**config.mk**
```make
export PLATFORM = sky130hd
export DESIGN_NAME = bcd_score_sequencer_flat
export DESIGN_NICKNAME = d
export VERILOG_FILES = /design/src/rtl/bcd_score_sequencer_if.sv /design/src/rtl/bcd_score_sequencer.sv /design/src/flat_wrapper.sv
export SDC_FILE = /design/constraint.sdc
export NUM_CORES = 1
export LEC_CHECK = 0
export ABC_AREA = 1
export CORE_MARGIN = 2
export CORE_UTILIZATION = 55
export CTS_BUF_LIST = sky130_fd_sc_hd__clkbuf_4
export CTS_CLUSTER_DIAMETER = 120
export CTS_CLUSTER_SIZE = 16
export DETAILED_ROUTE_END_ITERATION = 8
export PLACE_DENSITY = 0.92
export SYNTH_ARGS = -nofsm -noshare
export SYNTH_HDL_FRONTEND = slang
export SYNTH_SLANG_ARGS = --single-unit
```
**constraint.sdc**
```tcl
create_clock -name clk -period 4.9 [get_ports clk]
set_input_delay 0.98 -clock clk [delete_from_list [all_inputs] [get_ports clk]]
set_output_delay 0.98 -clock clk [all_outputs]
set_load 0.05 [all_outputs]
```
**src/rtl/bcd_score_sequencer_if.sv**
```systemverilog
// Request/response bundle between the game-logic event source and the BCD score sequencer.
// The master side issues add/clear requests; the slave side reports progress and the score.
interface bcd_score_sequencer_if #(
    parameter int unsigned DIGITS = 4
);
    logic                  clear;
    logic                  add_req;
    logic [3:0]            add_val;
    logic                  busy;
    logic                  done;
    logic [4*DIGITS-1:0]   score;
    logic                  overflow;

    modport master (
        output clear, add_req, add_val,
        input  busy, done, score, overflow
    );

    modport slave (
        input  clear, add_req, add_val,
        output busy, done, score, overflow
    );
endinterface

```
**src/rtl/bcd_score_sequencer.sv**
```systemverilog
// Multi-digit BCD score accumulator. A single 4-bit BCD digit adder is time-shared across
// all score digits, one digit per clock, with the decimal carry rippled through a register.
// Optional build macro: SCORE_SATURATE_EN -- when defined, a carry out of the top digit
// loads the score with all nines; otherwise the score wraps modulo 10^DIGITS.
// In both builds the sticky overflow flag is set on that carry.
module bcd_score_sequencer #(
    parameter int unsigned DIGITS = 4
) (
    input logic                  clk,
    input logic                  nrst,
    bcd_score_sequencer_if.slave bus
);

    localparam int unsigned IdxW   = (DIGITS > 1) ? $clog2(DIGITS) : 1;
    localparam int unsigned ScoreW = 4 * DIGITS;
    localparam logic [IdxW-1:0] LastIdx = IdxW'(DIGITS - 1);

    typedef enum logic [1:0] {
        StIdle,
        StAdd,
        StDone
    } state_e;

    state_e              state_q, state_d;
    logic [ScoreW-1:0]   score_q, score_d;
    logic                overflow_q, overflow_d;
    logic [IdxW-1:0]     idx_q, idx_d;
    logic                carry_q, carry_d;
    logic [3:0]          operand_q, operand_d;
    logic                busy_q, busy_d;

    logic [3:0]          digit_a;
    logic [3:0]          digit_b;
    logic [4:0]          digit_tmp;
    logic [3:0]          digit_sum;
    logic                digit_cout;

    // Shared BCD digit adder operating on the digit selected by idx_q.
    always_comb begin
        digit_a = 4'd0;
        for (int k = 0; k < int'(DIGITS); k++) begin
            if (idx_q == IdxW'(k)) begin
                digit_a = score_q[4*k +: 4];
            end
        end
        digit_b   = (idx_q == '0) ? operand_q : 4'd0;
        digit_tmp = {1'b0, digit_a} + {1'b0, digit_b} + {4'd0, carry_q};
        // temp - 10 taken modulo 16 equals temp[3:0] + 6 for temp in 10..19.
        if (digit_tmp > 5'd9) begin
            digit_sum  = digit_tmp[3:0] + 4'd6;
            digit_cout = 1'b1;
        end else begin
            digit_sum  = digit_tmp[3:0];
            digit_cout = 1'b0;
        end
    end

    // Next-state, datapath update and abort handling.
    always_comb begin
        state_d    = state_q;
        score_d    = score_q;
        overflow_d = overflow_q;
        idx_d      = idx_q;
        carry_d    = carry_q;
        operand_d  = operand_q;

        unique case (state_q)
            StIdle: begin
                if (bus.clear) begin
                    score_d    = '0;
                    overflow_d = 1'b0;
                end else if (bus.add_req) begin
                    operand_d = (bus.add_val > 4'd9) ? 4'd9 : bus.add_val;
                    idx_d     = '0;
                    carry_d   = 1'b0;
                    state_d   = StAdd;
                end
            end
            StAdd: begin
                for (int k = 0; k < int'(DIGITS); k++) begin
                    if (idx_q == IdxW'(k)) begin
                        score_d[4*k +: 4] = digit_sum;
                    end
                end
                carry_d = digit_cout;
                if (idx_q == LastIdx) begin
                    state_d = StDone;
                end else begin
                    idx_d = idx_q + 1'b1;
                end
            end
            StDone: begin
                if (carry_q) begin
                    overflow_d = 1'b1;
`ifdef SCORE_SATURATE_EN
                    score_d = {DIGITS{4'h9}};
`else
                    score_d = score_q;
`endif
                end
                state_d = StIdle;
            end
            default: begin
                state_d = StIdle;
            end
        endcase

        // Clear mid-operation abandons the add; any add_req alongside it is dropped.
        if (bus.clear && (state_q != StIdle)) begin
            score_d    = '0;
            overflow_d = 1'b0;
            state_d    = StIdle;
        end
    end

    // busy follows the registered state so it rises one cycle after capture.
    always_comb begin
        busy_d = (state_d != StIdle);
    end

    // State and datapath registers.
    always_ff @(posedge clk or negedge nrst) begin
        if (!nrst) begin
            state_q    <= StIdle;
            score_q    <= '0;
            overflow_q <= 1'b0;
            idx_q      <= '0;
            carry_q    <= 1'b0;
            operand_q  <= 4'd0;
            busy_q     <= 1'b0;
        end else begin
            state_q    <= state_d;
            score_q    <= score_d;
            overflow_q <= overflow_d;
            idx_q      <= idx_d;
            carry_q    <= carry_d;
            operand_q  <= operand_d;
            busy_q     <= busy_d;
        end
    end

    // Outputs; an aborting clear suppresses the done pulse.
    always_comb begin
        bus.busy     = busy_q;
        bus.done     = (state_q == StDone) && !bus.clear;
        bus.score    = score_q;
        bus.overflow = overflow_q;
    end

endmodule
```
**src/flat_wrapper.sv**
```systemverilog
// flat-port wrapper written by rule: the top's interface ports become plain ports
module bcd_score_sequencer_flat 
#(
    parameter int unsigned DIGITS = 4
)
  (clk, nrst, bus_clear, bus_add_req, bus_add_val, bus_busy, bus_done, bus_score, bus_overflow);
  bcd_score_sequencer_if #(.DIGITS(DIGITS)) bus_i ();
  input logic clk;
  input logic nrst;
  input wire logic [$bits(bus_i.clear)-1:0] bus_clear;
  input wire logic [$bits(bus_i.add_req)-1:0] bus_add_req;
  input wire logic [$bits(bus_i.add_val)-1:0] bus_add_val;
  output wire logic [$bits(bus_i.busy)-1:0] bus_busy;
  output wire logic [$bits(bus_i.done)-1:0] bus_done;
  output wire logic [$bits(bus_i.score)-1:0] bus_score;
  output wire logic [$bits(bus_i.overflow)-1:0] bus_overflow;
  assign bus_i.clear = bus_clear;
  assign bus_i.add_req = bus_add_req;
  assign bus_i.add_val = bus_add_val;
  assign bus_busy = bus_i.busy;
  assign bus_done = bus_i.done;
  assign bus_score = bus_i.score;
  assign bus_overflow = bus_i.overflow;
  bcd_score_sequencer #(.DIGITS(DIGITS)) u_core (.clk(clk), .nrst(nrst), .bus(bus_i));
endmodule
```
==> impl_table.tex <==
\begin{tabular}{lr}
\hline
Metric & Value \\
\hline
\multicolumn{2}{l}{\textbf{GRT}} \\
GR peak layer & met2 \\
Pin count of the biggest net entering global routing & 28 \\
Number of antenna violations at the first check in global routing & 0 \\
Global-route track usage on met2 & 0.349 \\
Met1 Resource Use GR & 0.338 \\
Residual overflow from global routing & 0 \\
Via count of the first global-routing pass & 1362 \\
First-pass GRT wire length & 6090 microns \\
GRT Overall Usage & 0.233 \\
Global Route met3 Usage & 0.0402 \\
\multicolumn{2}{l}{\textbf{Place}} \\
\# placed instances & 256 \\
Cell area after placement & 1890 sq um \\
Half-perimeter wire length of the detailed placement result & 2730 microns \\
Post-Place Worst Slack & 1430 ps \\
Port Buf Inserts & 26 \\
Final estimated routing congestion in global placement & 0.920 \\
\multicolumn{2}{l}{\textbf{Clock tree}} \\
Post-CTS setup buffer count & 0 \\
Post-cts hold buffer count & 0 \\
Clock transition at the register clock pins on the worst setup and hold paths after CTS & 160 ps \\
Clock root buffer & sky130\_fd\_sc\_hd\_\_clkbuf\_4 \\
H-tree depth & 1 \\
Total clock sinks & 27 \\
Clock latency of the later-clocked register in the worst-skew pair & 330 ps \\
Number of gates resized after cts & 0 \\
Clock Path Buffers & 2 \\
Number of CTS-inserted buffers & 3 \\
TritonCTS clock tree & done \\
\multicolumn{2}{l}{\textbf{Setup path}} \\
Source of the critical timing path & u\_core.idx\_q[0] \\
Max incr delay on CP & 440 ps \\
Crit path required time & 5140 ps \\
Worst setup path endpoint & u\_core.bus.score[2] \\
R2R Path Start & u\_core.idx\_q[0] \\
Startpoint type of the worst setup path & flop \\
CP max-delay cell & sky130\_fd\_sc\_hd\_\_dfrtp\_1 \\
Worst R2R Path Depth & 17 \\
Crit path arrival time & 3740 ps \\
Start-to-end type of the worst setup path & flop to flop \\
Worst reg2reg path endpoint & u\_core.bus.score[2] \\
Endpoint class of the critical path & flop \\
Register-to-register setup slack & 1400 ps \\
Series of cell instances along the critical path & inv\_1 > ha\_1 > nand3\_1 > a21oi\_1 > a21oi\_1 > fa\_1 > fa\_1 > inv\_1 > nand2\_1 > nand2\_1 > ha\_1 > nand2\_1 > a21boi\_2 > nand2\_2 > nand3\_1 > nand4\_1 > nand2\_1 \\
Cell mode on critical path & sky130\_fd\_sc\_hd\_\_nand2\_1 \\
Maximum fanout count along the critical path & 11 \\
\multicolumn{2}{l}{\textbf{Cells and area}} \\
Number of fill cells & 215 \\
Most common cell after layout, fill and taps aside & sky130\_fd\_sc\_hd\_\_nand2\_1 \\
Post-route design area & 1920 sq um \\
Count of inserted antenna diode cells & 0 \\
Fraction of final layout cells with drive strength greater than 1 & 0.105 \\
Highest-count cells in the layout ignoring fill and taps & sky130\_fd\_sc\_hd\_\_nand2\_1 (55), sky130\_fd\_sc\_hd\_\_dfrtp\_1 (27), sky130\_fd\_sc\_hd\_\_clkdlybuf4s50\_1 (26) \\
Layout overhead on the synthesized area & 20.3\% \\
Final layout net count & 248 \\
Post-Layout Cell Count & 260 \\
\multicolumn{2}{l}{\textbf{Route}} \\
Detailed router's first-iteration violation count & 99 \\
Post-route DRC violation count & 0 \\
Number of detailed-routing iterations run before antenna repair & 4 \\
Average vias per placed instance & 5.63 \\
Total via count in the routed design & 1463 \\
Final wirelength & 3560 microns \\
Avg WL per Cell & 13.7 microns \\
Antenna-violating nets left & 0 \\
\multicolumn{2}{l}{\textbf{STA}} \\
Hold Violations, Final & 0 \\
Final setup slack of the worst path & 1400 ps \\
Setup violations, final & 0 \\
Final number of max-transition violations & 0 \\
Setup skew after layout & 1.83 ps \\
Worst-margin pin slew & 503 ps \\
Period Utilization, post-route & 0.715 \\
Worst hold slack after final layout & 495 ps \\
Achievable Freq & 286 MHz \\
Worst slew slack as a fraction of its limit & 0.663 \\
Final critical path time including I/O delays and setup & 3500 ps \\
Unrepaired setup endpoints after global routing & false \\
Final-layout setup total negative slack & 0 ps \\
\multicolumn{2}{l}{\textbf{Synthesis}} \\
Main synth FF type & sky130\_fd\_sc\_hd\_\_dfrtp\_1 \\
Warnings, synthesis & 0 \\
Post-synth net total & 219 \\
Async set or reset register ratio after synthesis & 1.00 \\
Synthesized netlist cell count & 201 \\
Post-synthesis instance area & 1590 sq um \\
Mean Syn Cell Area & 7.92 sq um \\
Register area share after synthesis & 0.424 \\
Number of synthesized flops with an enable pin & 0 \\
Synthesized flop and latch total & 27 \\
Count of distinct cell types in the synthesized netlist & 25 \\
\multicolumn{2}{l}{\textbf{Status}} \\
Status & finished, final reports clean \\
\multicolumn{2}{l}{\textbf{Floorplanning}} \\
Ports & 27 \\
Y dimension of the die & 57.8 microns \\
Die area & 3340 sq um \\
Total number of placement rows & 19 \\
Area of the core & 2760 sq um \\
Die W & 57.8 microns \\
Initial core utilization & 0.578 \\
\multicolumn{2}{l}{\textbf{Pwr}} \\
Power density relative to cell area & 611 nW/um\^{}2 \\
Worst ir drop on vdd & 408 uV \\
Static leakage & 0.996 nW \\
\multicolumn{2}{l}{\textbf{Worst hold path}} \\
Hold crit path type & flop to flop \\
Worst Min Path Start & u\_core.operand\_q[1] \\
\multicolumn{2}{l}{\textbf{Run}} \\
Number of max-capacitance violations reported & 0 \\
\hline
\end{tabular}
## how the worst min path moves through the flow
stage	depth (start not counted)	to	slack [ps]
floorplan	2	u_core.operand_q[1]	450
global placement	2	u_core.operand_q[1]	470
detailed placement	2	u_core.operand_q[1]	470
CTS	2	u_core.operand_q[1]	500
global route	2	u_core.operand_q[1]	530
finish	2	u_core.operand_q[1]	490
## critical path, delay by kind of cell (launching register included)
kind / cells / cell delay (ps)
adder cells (fa/ha/maj): 4 / 1470
buffers and inverters: 2 / 210
AND/OR/NAND/NOR: 8 / 880
AO/OA/AOI/OAI: 3 / 410
flip-flops: 1 / 440
## synth_stat cells (all sizes together), types with 2 or more instances
cell / n / area (sq um)
nand2: 60 / 238
dfrtp: 27 / 676
nand4: 10 / 62.6
nand3: 19 / 100
buf: 2 / 10.0
nor2: 15 / 71.3
inv: 26 / 97.6
fa: 2 / 40.0
ha: 8 / 100
o21ai: 14 / 85.1
a21oi: 11 / 58.8
## metrics by stage
stage                     power [mW]  utilization
after floorplan                0.866            -
after global placement          1.03        0.684
after detailed placement        1.06        0.684
after CTS                       1.16        0.695
after global routing            1.27        0.695
final                           1.17        0.695
## kinds of logic after synthesis
logic type,Yosys count,share of synthesized area
flops,27,0.424
buf+inv,29,0.0699
fa+ha+maj,10,0.0880
simple gates,105,0.302
compound gates,30,0.116
## per-layer routing
layer  wire length (microns)  vias up  part of all wire
met2                    1620       70              0.45
li1                        -      712                 -
met5                       0        -                 0
met1                    1610      677              0.45
met3                     283        4             0.080
met4                      42        0             0.012
## state kept, by name (all words and copies together), names as in the netlist
name / cells
u_core.bus.busy: 1
u_core.bus.overflow: 1
u_core.bus.score: 16
u_core.carry_q: 1
u_core.idx_q: 2
u_core.operand_q: 4
u_core.state_q: 2
## final cells by class
class	count	area, sq um	area share
clock inverter	1	7.51	0.00392
multi-input combinational	145	806	0.421
inverter	26	97.6	0.0509
tap	31	38.8	0.0202
sequential	27	676	0.353
clock buffer	3	22.5	0.0118
timing repair buffer	27	268	0.140
## report_power, final
| group | switching [mW] | internal, mW | total, mW |
|---|---|---|---|
| registers | 0.0353 | 0.267 | 0.302 |
| logic | 0.518 | 0.247 | 0.765 |
| clock network | 0.0715 | 0.0313 | 0.103 |
| total | 0.625 | 0.545 | 1.17 |
(Power assumes the default switching activity.)
